===== config.mk =====
export PLATFORM = sky130hd
export DESIGN_NAME = sprite_table_fetch_flat
export DESIGN_NICKNAME = d
export VERILOG_FILES = /design/src/rtl/sprite_fetch_pkg.sv /design/src/rtl/sprite_table_fetch_if.sv /design/src/rtl/sprite_fetch_packer.sv /design/src/rtl/sprite_table_fetch.sv /design/src/flat_wrapper.sv
export SDC_FILE = /design/constraint.sdc
export NUM_CORES = 1
export LEC_CHECK = 0
export CORE_AREA = 2 2 187 189
export CTS_CLUSTER_SIZE = 40
export DETAILED_ROUTE_END_ITERATION = 12
export DIE_AREA = 0 0 189 191
export GPL_TIMING_DRIVEN = 0
export PLACE_DENSITY_LB_ADDON = 0.12
export SLEW_MARGIN = 20
export SYNTH_ARGS = -nofsm -noshare
export SYNTH_HDL_FRONTEND = slang
export SYNTH_SLANG_ARGS = --single-unit

===== constraint.sdc =====
create_clock -name clk_ram -period 3.1 [get_ports clk_ram]
set_input_delay 0.465 -clock clk_ram [delete_from_list [all_inputs] [get_ports clk_ram]]
set_output_delay 0.465 -clock clk_ram [all_outputs]
set_load 0.01 [all_outputs]

===== src/rtl/sprite_fetch_pkg.sv =====
// Shared types and constants for the sprite table fetch adapter.
package sprite_fetch_pkg;
   localparam int LINE_BYTES  = 8;
   localparam int BURST_WORDS = 4;
   localparam int WORD_W      = 16;
   localparam int LINE_W      = LINE_BYTES * 8;

   typedef enum logic [1:0] {
      ST_IDLE,
      ST_HIT,
      ST_FETCH_REQ,
      ST_FETCH_DATA
   } state_e;

   typedef enum logic {
      K_DEMAND,
      K_PF
   } kind_e;
endpackage


===== src/rtl/sprite_table_fetch_if.sv =====
// Copy-engine fetch port plus the 16-bit SDRAM channel, bundled for the adapter.
interface sprite_table_fetch_if #(
   parameter int ADDR_W = 25
);
   logic              req;
   logic [ADDR_W-1:0] req_addr;
   logic [63:0]       data_out;
   logic              rdy;
   logic              busy;
   logic              inval;
   logic [ADDR_W-1:0] ch_addr;
   logic              ch_req;
   logic              ch_ack;
   logic [15:0]       ch_data;
   logic              ch_valid;

   modport slave (
      input  req, req_addr, inval, ch_ack, ch_data, ch_valid,
      output data_out, rdy, busy, ch_addr, ch_req
   );

   modport master (
      output req, req_addr, inval, ch_ack, ch_data, ch_valid,
      input  data_out, rdy, busy, ch_addr, ch_req
   );
endinterface


===== src/rtl/sprite_fetch_packer.sv =====
// Collects a 4-word SDRAM burst into one line; word0 lands in the low 16 bits.
import sprite_fetch_pkg::*;

module sprite_fetch_packer (
   input  logic              clk_ram,
   input  logic              reset,
   input  logic              clear_i,
   input  logic              strobe_i,
   input  logic [WORD_W-1:0] word_i,
   output logic [LINE_W-1:0] line_o,
   output logic              done_o
);
   logic [1:0]        cnt_q, cnt_d;
   logic [LINE_W-1:0] sh_q, sh_d;

   // Shift right so the first word ends up at the bottom after the last strobe.
   always_comb begin
      cnt_d = cnt_q;
      sh_d  = sh_q;
      if (clear_i) begin
         cnt_d = '0;
      end else if (strobe_i) begin
         cnt_d = cnt_q + 2'd1;
         sh_d  = {word_i, sh_q[LINE_W-1:WORD_W]};
      end
   end

   always_ff @(posedge clk_ram) begin
      if (reset) begin
         cnt_q <= '0;
         sh_q  <= '0;
      end else begin
         cnt_q <= cnt_d;
         sh_q  <= sh_d;
      end
   end

   assign line_o = {word_i, sh_q[LINE_W-1:WORD_W]};
   assign done_o = strobe_i && (cnt_q == 2'(BURST_WORDS - 1));
endmodule


===== src/rtl/sprite_table_fetch.sv =====
// Sprite-list fetch adapter: 64-bit line reads over a 16-bit SDRAM channel,
// with a one-line speculative prefetch of the next sequential line.
import sprite_fetch_pkg::*;

module sprite_table_fetch #(
   parameter int ADDR_W   = 25,
   parameter bit PREFETCH = 1'b1
) (
   input logic                  clk_ram,
   input logic                  reset,
   sprite_table_fetch_if.slave  bus
);
   localparam logic [ADDR_W-1:0] LINE_INC  = ADDR_W'(LINE_BYTES);
   localparam logic [ADDR_W-1:0] LINE_MASK = ~ADDR_W'(LINE_BYTES - 1);

   state_e              state_q, state_d;
   kind_e               kind_q, kind_d;
   logic                req_q;
   logic                pending_q, pending_d;
   logic [ADDR_W-1:0]   pend_addr_q, pend_addr_d;
   logic [ADDR_W-1:0]   ch_addr_q, ch_addr_d;
   logic                pf_valid_q, pf_valid_d;
   logic [ADDR_W-1:0]   pf_tag_q, pf_tag_d;
   logic [LINE_W-1:0]   pf_line_q, pf_line_d;
   logic                discard_q, discard_d;
   logic [LINE_W-1:0]   data_q, data_d;
   logic                rdy_q, rdy_d;

   logic                new_req, hit_ok, pk_clear, pk_strobe, pk_done;
   logic [LINE_W-1:0]   pk_line;

   assign new_req   = bus.req && !req_q;
   assign hit_ok    = pf_valid_q && !bus.inval && (pf_tag_q == pend_addr_q);
   assign pk_clear  = (state_q == ST_FETCH_REQ) && bus.ch_ack;
   assign pk_strobe = (state_q == ST_FETCH_DATA) && bus.ch_valid;

   sprite_fetch_packer u_pack (
      .clk_ram  (clk_ram),
      .reset    (reset),
      .clear_i  (pk_clear),
      .strobe_i (pk_strobe),
      .word_i   (bus.ch_data),
      .line_o   (pk_line),
      .done_o   (pk_done)
   );

   always_comb begin
      state_d     = state_q;
      kind_d      = kind_q;
      pending_d   = pending_q;
      pend_addr_d = pend_addr_q;
      ch_addr_d   = ch_addr_q;
      pf_valid_d  = pf_valid_q;
      pf_tag_d    = pf_tag_q;
      pf_line_d   = pf_line_q;
      discard_d   = discard_q;
      data_d      = data_q;
      rdy_d       = 1'b0;

      case (state_q)
         ST_IDLE: begin
            if (pending_q) begin
               if (hit_ok) begin
                  state_d    = ST_HIT;
                  data_d     = pf_line_q;
                  rdy_d      = 1'b1;
                  pending_d  = 1'b0;
                  pf_valid_d = 1'b0;
               end else begin
                  state_d   = ST_FETCH_REQ;
                  kind_d    = K_DEMAND;
                  ch_addr_d = pend_addr_q;
                  discard_d = 1'b0;
               end
            end
         end
         ST_HIT: begin
            if (PREFETCH) begin
               state_d   = ST_FETCH_REQ;
               kind_d    = K_PF;
               ch_addr_d = pf_tag_q + LINE_INC;
               discard_d = 1'b0;
            end else begin
               state_d = ST_IDLE;
            end
         end
         ST_FETCH_REQ: begin
            if (bus.ch_ack) begin
               state_d = ST_FETCH_DATA;
            end else if (kind_q == K_PF && pending_q && pend_addr_q != ch_addr_q) begin
               // Burst not yet accepted, so it can be retargeted to the real request.
               kind_d    = K_DEMAND;
               ch_addr_d = pend_addr_q;
            end
         end
         ST_FETCH_DATA: begin
            if (pk_done) begin
               if (kind_q == K_DEMAND) begin
                  data_d    = pk_line;
                  rdy_d     = 1'b1;
                  pending_d = 1'b0;
                  if (PREFETCH) begin
                     state_d   = ST_FETCH_REQ;
                     kind_d    = K_PF;
                     ch_addr_d = ch_addr_q + LINE_INC;
                     discard_d = 1'b0;
                  end else begin
                     state_d = ST_IDLE;
                  end
               end else if (discard_q || bus.inval) begin
                  state_d = ST_IDLE;
               end else begin
                  pf_line_d  = pk_line;
                  pf_tag_d   = ch_addr_q;
                  pf_valid_d = 1'b1;
                  if (pending_q && pend_addr_q == ch_addr_q) begin
                     state_d    = ST_HIT;
                     data_d     = pk_line;
                     rdy_d      = 1'b1;
                     pending_d  = 1'b0;
                     pf_valid_d = 1'b0;
                  end else if (pending_q) begin
                     state_d   = ST_FETCH_REQ;
                     kind_d    = K_DEMAND;
                     ch_addr_d = pend_addr_q;
                     discard_d = 1'b0;
                  end else begin
                     state_d = ST_IDLE;
                  end
               end
            end
         end
         default: state_d = ST_IDLE;
      endcase

      if (bus.inval) begin
         pf_valid_d = 1'b0;
         if (kind_q == K_PF && (state_q == ST_FETCH_REQ || state_q == ST_FETCH_DATA))
            discard_d = 1'b1;
      end

      if (new_req) begin
         pending_d   = 1'b1;
         pend_addr_d = bus.req_addr & LINE_MASK;
      end
   end

   always_ff @(posedge clk_ram) begin
      if (reset) begin
         state_q     <= ST_IDLE;
         kind_q      <= K_DEMAND;
         req_q       <= 1'b0;
         pending_q   <= 1'b0;
         pend_addr_q <= '0;
         ch_addr_q   <= '0;
         pf_valid_q  <= 1'b0;
         pf_tag_q    <= '0;
         pf_line_q   <= '0;
         discard_q   <= 1'b0;
         data_q      <= '0;
         rdy_q       <= 1'b0;
      end else begin
         state_q     <= state_d;
         kind_q      <= kind_d;
         req_q       <= bus.req;
         pending_q   <= pending_d;
         pend_addr_q <= pend_addr_d;
         ch_addr_q   <= ch_addr_d;
         pf_valid_q  <= pf_valid_d;
         pf_tag_q    <= pf_tag_d;
         pf_line_q   <= pf_line_d;
         discard_q   <= discard_d;
         data_q      <= data_d;
         rdy_q       <= rdy_d;
      end
   end

   assign bus.data_out = data_q;
   assign bus.rdy      = rdy_q;
   assign bus.busy     = (state_q != ST_IDLE);
   assign bus.ch_req   = (state_q == ST_FETCH_REQ);
   assign bus.ch_addr  = ch_addr_q;
endmodule

===== src/flat_wrapper.sv =====
// flat-port wrapper written by rule: the top's interface ports become plain ports
module sprite_table_fetch_flat 
#(
   parameter int ADDR_W   = 25,
   parameter bit PREFETCH = 1'b1
)
  (clk_ram, reset, bus_req, bus_req_addr, bus_inval, bus_ch_ack, bus_ch_data, bus_ch_valid, bus_data_out, bus_rdy, bus_busy, bus_ch_addr, bus_ch_req);
  sprite_table_fetch_if #(.ADDR_W(ADDR_W)) bus_i ();
  input logic clk_ram;
  input logic reset;
  input wire logic [$bits(bus_i.req)-1:0] bus_req;
  input wire logic [$bits(bus_i.req_addr)-1:0] bus_req_addr;
  input wire logic [$bits(bus_i.inval)-1:0] bus_inval;
  input wire logic [$bits(bus_i.ch_ack)-1:0] bus_ch_ack;
  input wire logic [$bits(bus_i.ch_data)-1:0] bus_ch_data;
  input wire logic [$bits(bus_i.ch_valid)-1:0] bus_ch_valid;
  output wire logic [$bits(bus_i.data_out)-1:0] bus_data_out;
  output wire logic [$bits(bus_i.rdy)-1:0] bus_rdy;
  output wire logic [$bits(bus_i.busy)-1:0] bus_busy;
  output wire logic [$bits(bus_i.ch_addr)-1:0] bus_ch_addr;
  output wire logic [$bits(bus_i.ch_req)-1:0] bus_ch_req;
  assign bus_i.req = bus_req;
  assign bus_i.req_addr = bus_req_addr;
  assign bus_i.inval = bus_inval;
  assign bus_i.ch_ack = bus_ch_ack;
  assign bus_i.ch_data = bus_ch_data;
  assign bus_i.ch_valid = bus_ch_valid;
  assign bus_data_out = bus_i.data_out;
  assign bus_rdy = bus_i.rdy;
  assign bus_busy = bus_i.busy;
  assign bus_ch_addr = bus_i.ch_addr;
  assign bus_ch_req = bus_i.ch_req;
  sprite_table_fetch #(.ADDR_W(ADDR_W), .PREFETCH(PREFETCH)) u_core (.clk_ram(clk_ram), .reset(reset), .bus(bus_i));
endmodule

==> impl_metrics.yaml, run 1 <==
synth:
  top_cell_types_by_occurrence_after_synthesis: "sky130_fd_sc_hd__nand2_1, sky130_fd_sc_hd__dfxtp_1, sky130_fd_sc_hd__a21oi_1"
  synth_async_sr_flop_share_pct: 0
  edff_count_synth: 0
  mappedNetlistNets: 1476
  synth_cell_types: 50
  ys_ff_latch: 258
  synthesis.instances: 1421
  mappedNetlistArea_sq_um: 11700
  synth.largest_area_cell: "sky130_fd_sc_hd__dfxtp_1"
  netlist_top_cells_area: "sky130_fd_sc_hd__dfxtp_1, sky130_fd_sc_hd__nand2_1, sky130_fd_sc_hd__a21oi_1"
  synth.most_common_cell: "sky130_fd_sc_hd__nand2_1"
  synth_area_per_cell_sq_um: 8.25
  synth-main-ff-cell: "sky130_fd_sc_hd__dfxtp_1"
  synth.yosys.seq_area_share_pct: 44.1
  synth_warnings: 0
  share_of_the_synthesized_area_in_the_top_cell_type_pct: 44.1
routing:
  routed_wl_mm: 38.8
  firstDrtPassIters: 7
  viasPerCell: 5.14
  avgRoutedWirePerCell_um: 18.8
  post_route_drc: 0
  antenna_violating_nets_post_route: 0
  detailroute.via_count: 10600
  detail_route.iter0.violations: 939
placement:
  placement.io_buffers: 134
  gp_congestion: 0.923
  post-dp-hpwl_mm: 28.1
timing:
  min_period_ns: 2.97
  slew-limit-headroom_pct: 41.2
  setup_viol: 0
  finalHoldViolCount: 0
  worst_pin_slew_ns: 0.882
  worst_clock_skew_ns: 0.0109
  achievable-frequency_mhz: 336
  final.hold.worst_slack_ns: 0.329
  layout_worst_path_cycle_share_pct: 96.0
  rsz0062_at_grt: "false"
  final_max_slew_viol_count: 0
floorplanning:
  die-width_um: 189
  floorplan.initialDensity_pct: 34.4
  area_of_the_die_sq_um: 36100
  std_cell_rows: 68
  ios: 139
  die_h_um: 191
  floorplan.core_area_sq_um: 34100
setup_path:
  critical-path-max-stage-delay_ns: 0.55
  critPathRequiredTime_ns: 3.58
  path_common_cell: "sky130_fd_sc_hd__buf_2"
  critPathKind: "reg -> reg"
  slowest_cell_on_the_critical_path: "sky130_fd_sc_hd__or4_1"
  crit_path_cell_trace: "buf_2 > xor2_1 > or4_1 > nor4_4 > a41oi_1 > o2111ai_4 > buf_2 > o21ai_0 > a21oi_1"
  startpoint_type: "flip-flop"
  critPathArrivalTime_ns: 3.45
  critical_path_peak_fanout: 10
  end_kind: "flip-flop"
grt:
  grt_use_total_pct: 21.2
  grt_pass1_wl_mm: 60.2
  grt-ovfl-total: 0
  grt_pass1_vias: 10300
  grt_max_degree: 15
  grt_antenna_before_repair: 2
power_and_ir_drop:
  p_per_area_nw_per_um2: 602
  leak_pwr_nw: 4.48
  ir_worst_vdd_uv: 434
clocking:
  ctsHtreeMaxLevel: 1
  clk-insertion-delay-late_ns: 0.56
  max-clock-path-buffers: 3
  numClockSinks: 258
  cts_tree: "yes"
  cts-buffers-inserted: 29
  post-cts-setup-buffers: 0
  cts_root_buf: "sky130_fd_sc_hd__clkbuf_16"
  clk_transition_reported_paths_ns: 0.06
cells_and_area:
  utilization_pct: 42.9
  layout_nets: 1641
  final_layout_size_suffix_gt1_share_pct: 8.96
  syn2layout_area_growth_pct: 24.9
run:
  cap_viol_max_count: 0
outcome:
  outcome: "complete, no violations"
min_path:
  min_path_type: "in -> reg"
## per-stage QoR
step,setup TNS [ns],cell area (sq um),power [W],instances,worst slack (ns)
6_report,0,14600,0.00881,2064,0.125
5_1_grt,0,14600,0.00915,2063,0.000479
4_1_cts,0,14600,0.00884,2062,0.0740
3_5_place_dp,-52.16,13600,0.00534,2010,-0.652
3_3_place_gp,-46.76,13600,0.00533,2010,-0.587
2_1_floorplan,0,11700,0.00462,1421,0.691
## state kept, by name, summed over array words and instances (netlist names), 2 cells and up
name,count
u_core.bus.ch_addr,25
u_core.pf_line_q,64
u_core.pf_tag_q,25
u_core.state_q,2
u_core.pend_addr_q,22
u_core.u_pack.sh_q,48
u_core.bus.data_out,64
u_core.u_pack.cnt_q,2
## timing repair
item / CTS / global route
setup endpoints to repair: 73 / 90
resized for setup: 3 / 5
endpoints found under the hold margin: 0 / 0
hold buffers: 0 / 0
## power breakdown
group	switching, W	internal, W	leakage [nW]
clock network	0.00143	0.00207	0.473
registers	0.000177	0.00344	2.08
logic	0.00107	0.000634	1.93
total	0.00268	0.00614	4.48
## kinds of logic (layout without fill, tap and decap cells)
kind of cell             Yosys count  after routing  synth area share, %
other                              0              2                    0
XOR/XNOR                          65             65                 4.86
multiplexers                      64             64                 5.46
buffers and inverters            121            307                 4.48
flip-flops                       258            258                 44.1
adder cells (fa/ha/maj)            8              8                0.854
AO/OA/AOI/OAI                    337            337                 19.8
AND/OR/NAND/NOR                  568            568                 20.5
## worst paths after layout
kind	start	endpoint	slack (ns)	cells past startpoint
worst max-delay path	u_core.bus.ch_addr[9]	u_core.bus.ch_addr[21]	0.13	9
worst min-delay path	reset	u_core.bus.ch_addr[24]	0.33	4
worst max register to register	u_core.bus.ch_addr[9]	u_core.bus.ch_addr[21]	0.13	9
worst min register to register	u_core.pf_line_q[31]	u_core.pf_line_q[31]	0.45	2
## critical path: cells and delay by family, from the launching register on
kind            cells  cell delay (ns)
xor+xnor            1             0.20
buf+inv             2             0.50
simple gates        2             0.92
flops               1             0.31
compound gates      4             0.97
## cell type report
cell class / instances / area (sq um)
Timing Repair Buffer: 134 / 1340
Sequential cell: 258 / 5160
Antenna cell: 2 / 5.00
Clock inverter: 10 / 109
Buffer: 110 / 488
Inverter: 11 / 41.3
Tap cell: 455 / 569
Fill cell: 3461 / 19500
Multi-Input combinational cell: 1042 / 6070
Clock buffer: 42 / 855
## layer usage
metal	track usage, %	up-vias	wire length, um
met2	34.3	328	17800
met3	3.51	58	2230
met5	0	-	0
met4	7.06	0	1100
met1	28.8	4999	17700
li1	-	5224	-
## cell usage in the layout, fill, tap and decap left out, types with 9 or more instances in the layout
master | netlist | layout
sky130_fd_sc_hd__a211oi_1 | 9 | 9
sky130_fd_sc_hd__a211oi_2 | 56 | 56
sky130_fd_sc_hd__a21oi_1 | 191 | 191
sky130_fd_sc_hd__a221oi_1 | 11 | 11
sky130_fd_sc_hd__clkbuf_1 | 88 | 92
sky130_fd_sc_hd__clkbuf_16 | 0 | 29
sky130_fd_sc_hd__clkdlybuf4s50_1 | 0 | 134
sky130_fd_sc_hd__dfxtp_1 | 258 | 258
sky130_fd_sc_hd__inv_1 | 11 | 11
sky130_fd_sc_hd__mux2i_1 | 64 | 64
sky130_fd_sc_hd__nand2_1 | 358 | 358
sky130_fd_sc_hd__nand3_1 | 18 | 17
sky130_fd_sc_hd__nand4_1 | 26 | 26
sky130_fd_sc_hd__nor2_1 | 97 | 96
sky130_fd_sc_hd__nor2b_1 | 10 | 10
sky130_fd_sc_hd__nor3_1 | 17 | 17
sky130_fd_sc_hd__o21ai_0 | 26 | 26
sky130_fd_sc_hd__or2_2 | 12 | 12
sky130_fd_sc_hd__xnor2_1 | 49 | 49
sky130_fd_sc_hd__xor2_1 | 16 | 16
(Power assumes the default switching activity.)
==> run 2, diff against run 1 <==
--- a/config.mk
+++ b/config.mk
@@ -5,10 +5,12 @@
 export SDC_FILE = /design/constraint.sdc
 export NUM_CORES = 1
 export LEC_CHECK = 0
-export CORE_AREA = 2 2 187 189
+export ABC_AREA = 1
+export CAP_MARGIN = 20
+export CORE_AREA = 2 2 193 195
 export CTS_CLUSTER_SIZE = 40
 export DETAILED_ROUTE_END_ITERATION = 12
-export DIE_AREA = 0 0 189 191
+export DIE_AREA = 0 0 195 197
 export GPL_TIMING_DRIVEN = 0
 export PLACE_DENSITY_LB_ADDON = 0.12
 export SLEW_MARGIN = 20
==> run 2 against run 1 <==
- count of clock-buffer cells in the layout grew 6
- combinational power grew 61%
- non-clock buffer count shrank 7
- critical path depth grew 2
- largest power group unchanged
==> impl_metrics.yaml, run 2 <==
outcome:
  outcome: "complete, no violations"
synth:
  ys_ff_latch: 258
  synth_cell_types: 36
  top_cell_types_by_occurrence_after_synthesis: "sky130_fd_sc_hd__nand2_1, sky130_fd_sc_hd__nor2_1, sky130_fd_sc_hd__dfxtp_1"
  largest_family_of_logic_cells_by_synthesized_area: "simple AND/OR/NAND/NOR gates"
  netlist_top_cells_area: "sky130_fd_sc_hd__dfxtp_1, sky130_fd_sc_hd__nand2_1, sky130_fd_sc_hd__nor2_1"
  synth.most_common_cell: "sky130_fd_sc_hd__nand2_1"
  post_synth_and_or_nand_nor_area_fraction_pct: 35.5
  synthMuxAreaShare_pct: 0
  mappedNetlistNets: 2086
  edff_count_synth: 0
  synth.yosys.seq_area_share_pct: 41.0
  synth_warnings: 0
  synth_async_sr_flop_share_pct: 0
  synthXorXnorAreaFrac_pct: 0.765
  synth.largest_area_cell: "sky130_fd_sc_hd__dfxtp_1"
  synth_compound_gate_area_share_pct: 12.8
  mappedNetlistArea_sq_um: 12600
  share_of_the_synthesized_area_in_the_top_cell_type_pct: 41.0
  synthesis.instances: 2031
  synth_area_per_cell_sq_um: 6.20
  synth_fa_ha_area_share_pct: 0.795
  synth-main-ff-cell: "sky130_fd_sc_hd__dfxtp_1"
clocking:
  ctsHtreeMaxLevel: 1
  cts-buffers-inserted: 31
  clk-insertion-delay-late_ns: 0.59
  cts_root_buf: "sky130_fd_sc_hd__clkbuf_16"
  max-clock-path-buffers: 3
  ctsResizeCount: 1
  numClockSinks: 258
  hold_buffer_count_at_cts: 0
  post-cts-setup-buffers: 0
  cts_tree: "yes"
  clk_transition_reported_paths_ns: 0.06
placement:
  post-dp-hpwl_mm: 34.2
  gp_congestion: 0.959
  post_dp_cell_area_sq_um: 14500
  placement.io_buffers: 134
  placedCellCount: 2633
cells_and_area:
  diodes: 0
  final_common_cell: "sky130_fd_sc_hd__nand2_1"
  layout_common_cells: "sky130_fd_sc_hd__nand2_1, sky130_fd_sc_hd__nor2_1, sky130_fd_sc_hd__dfxtp_1, sky130_fd_sc_hd__o21ai_0, sky130_fd_sc_hd__inv_1"
  register_area_sq_um: 5160
  utilization_pct: 42.8
  layout_nets: 2253
  finish.cell_count_without_fillers: 2689
  postLayoutCellArea_sq_um: 15500
  multi_input_gate_area_sq_um: 6290
  final_layout_size_suffix_gt1_share_pct: 4.23
  final.fill_count: 3932
  syn2layout_area_growth_pct: 23.3
timing:
  achievable-frequency_mhz: 351
  min_period_ns: 2.85
  setup_tns_ns: 0
  rsz0062_at_grt: "false"
  final_max_slew_viol_count: 0
  worst_clock_skew_ns: 0.0146
  worst_pin_slew_ns: 0.821
  finalHoldViolCount: 0
  layout_worst_path_cycle_share_pct: 91.9
  slew-limit-headroom_pct: 45.3
  setup_viol: 0
setup_path:
  critPathArrivalTime_ns: 3.37
  ff2ff_path_depth: 11
  timing.reg2reg.setup_slack_ns: 0.25
  critical_path_peak_fanout: 10
  critPathKind: "reg -> reg"
  critPathRequiredTime_ns: 3.62
  startpoint_type: "flip-flop"
  end_kind: "flip-flop"
routing:
  post_route_drc: 0
  detailroute.via_count: 13100
  firstDrtPassIters: 5
  antenna_violating_nets_post_route: 0
  viasPerCell: 4.87
  avgRoutedWirePerCell_um: 16.9
  detail_route.iter0.violations: 926
  routed_wl_mm: 45.3
grt:
  grt_use_total_pct: 23.4
  grt-ovfl-total: 0
  grt_antenna_before_repair: 1
  grt_pass1_vias: 12400
  grt_pass1_wl_mm: 70.5
  grt_max_degree: 17
power_and_ir_drop:
  p_per_area_nw_per_um2: 665
  leak_pwr_nw: 7.47
  design_power_total_w: 0.0103
  ir_worst_vdd_uv: 393
min_path:
  min_path_type: "in -> reg"
  worst_hold_path.num_cells: 2
floorplanning:
  floorplan.initialDensity_pct: 34.7
  std_cell_rows: 70
  die-width_um: 195
  area_of_the_die_sq_um: 38400
  die_h_um: 197
  ios: 139
  floorplan.core_area_sq_um: 36300
run:
  cap_viol_max_count: 0
[run 2: changes by cell type after synthesis, moves of 25 or more]
cell and delta:
sky130_fd_sc_hd__inv_1 +152, sky130_fd_sc_hd__nor2_1 +392, sky130_fd_sc_hd__mux2i_1 -64, sky130_fd_sc_hd__nand2_1 +238
sky130_fd_sc_hd__xnor2_1 -47, sky130_fd_sc_hd__nand3_1 +25, sky130_fd_sc_hd__a21oi_1 -109, sky130_fd_sc_hd__o21ai_0 +178
sky130_fd_sc_hd__a211oi_2 -56
[run 2: where the power goes]
part | switching (W) | internal [W]
logic | 0.00174 | 0.000989
registers | 0.000386 | 0.00358
clock network | 0.00150 | 0.00213
[run 2: through the flow]
stage	worst slack, ns	hold WS [ns]
floorplan	1.17	0.424
global placement	-0.0191	0.436
detailed placement	0.00532	0.444
CTS	0.281	0.296
global route	0.0199	0.335
finish	0.252	0.320
[run 2: metal layers]
layer | global-route usage (%) | part of all wire (%) | up-vias
met5 | 0 | 0 | -
met4 | 7.24 | 2.8 | 0
met3 | 3.03 | 5.7 | 83
met2 | 38.7 | 45 | 380
met1 | 31.9 | 47 | 6004
li1 | - | - | 6637
[run 2: worst max-delay path: stages, from the launching register on]
cell and delay (ns):
sky130_fd_sc_hd__dfxtp_1 0.38, sky130_fd_sc_hd__ha_1 0.29, sky130_fd_sc_hd__buf_2 0.35, sky130_fd_sc_hd__inv_1 0.13, sky130_fd_sc_hd__nor2_1 0.38, sky130_fd_sc_hd__clkbuf_1 0.68, sky130_fd_sc_hd__o211ai_1 0.18, sky130_fd_sc_hd__nand2_1 0.10
sky130_fd_sc_hd__a21oi_1 0.05, sky130_fd_sc_hd__nand2_1 0.10, sky130_fd_sc_hd__nand2_1 0.05, sky130_fd_sc_hd__nor2_1 0.10
[run 2: path summary, 6_finish.rpt]
kind | start | endpoint
setup / recovery | u_core.state_q[0] | u_core.bus.ch_addr[11]
hold / removal | reset | u_core.req_q
setup reg to reg | u_core.state_q[0] | u_core.bus.ch_addr[11]
hold reg to reg | u_core.pf_line_q[3] | u_core.pf_line_q[3]
[run 2: kinds of logic after synthesis]
family | Yosys count
XOR/XNOR | 11
AO/OA/AOI/OAI | 312
flip-flops | 258
buffers and inverters | 284
AND/OR/NAND/NOR | 1158
adder cells (fa/ha/maj) | 8
[run 2: layout make-up]
class / count / area share, %
clock inverters: 8 / 0.717
multi-input cells: 1489 / 40.5
repair buffers: 134 / 8.64
clock buffers: 48 / 5.73
inverters: 181 / 4.38
flip-flops and latches: 258 / 33.3
well taps: 468 / 3.77
plain buffers: 103 / 3.00
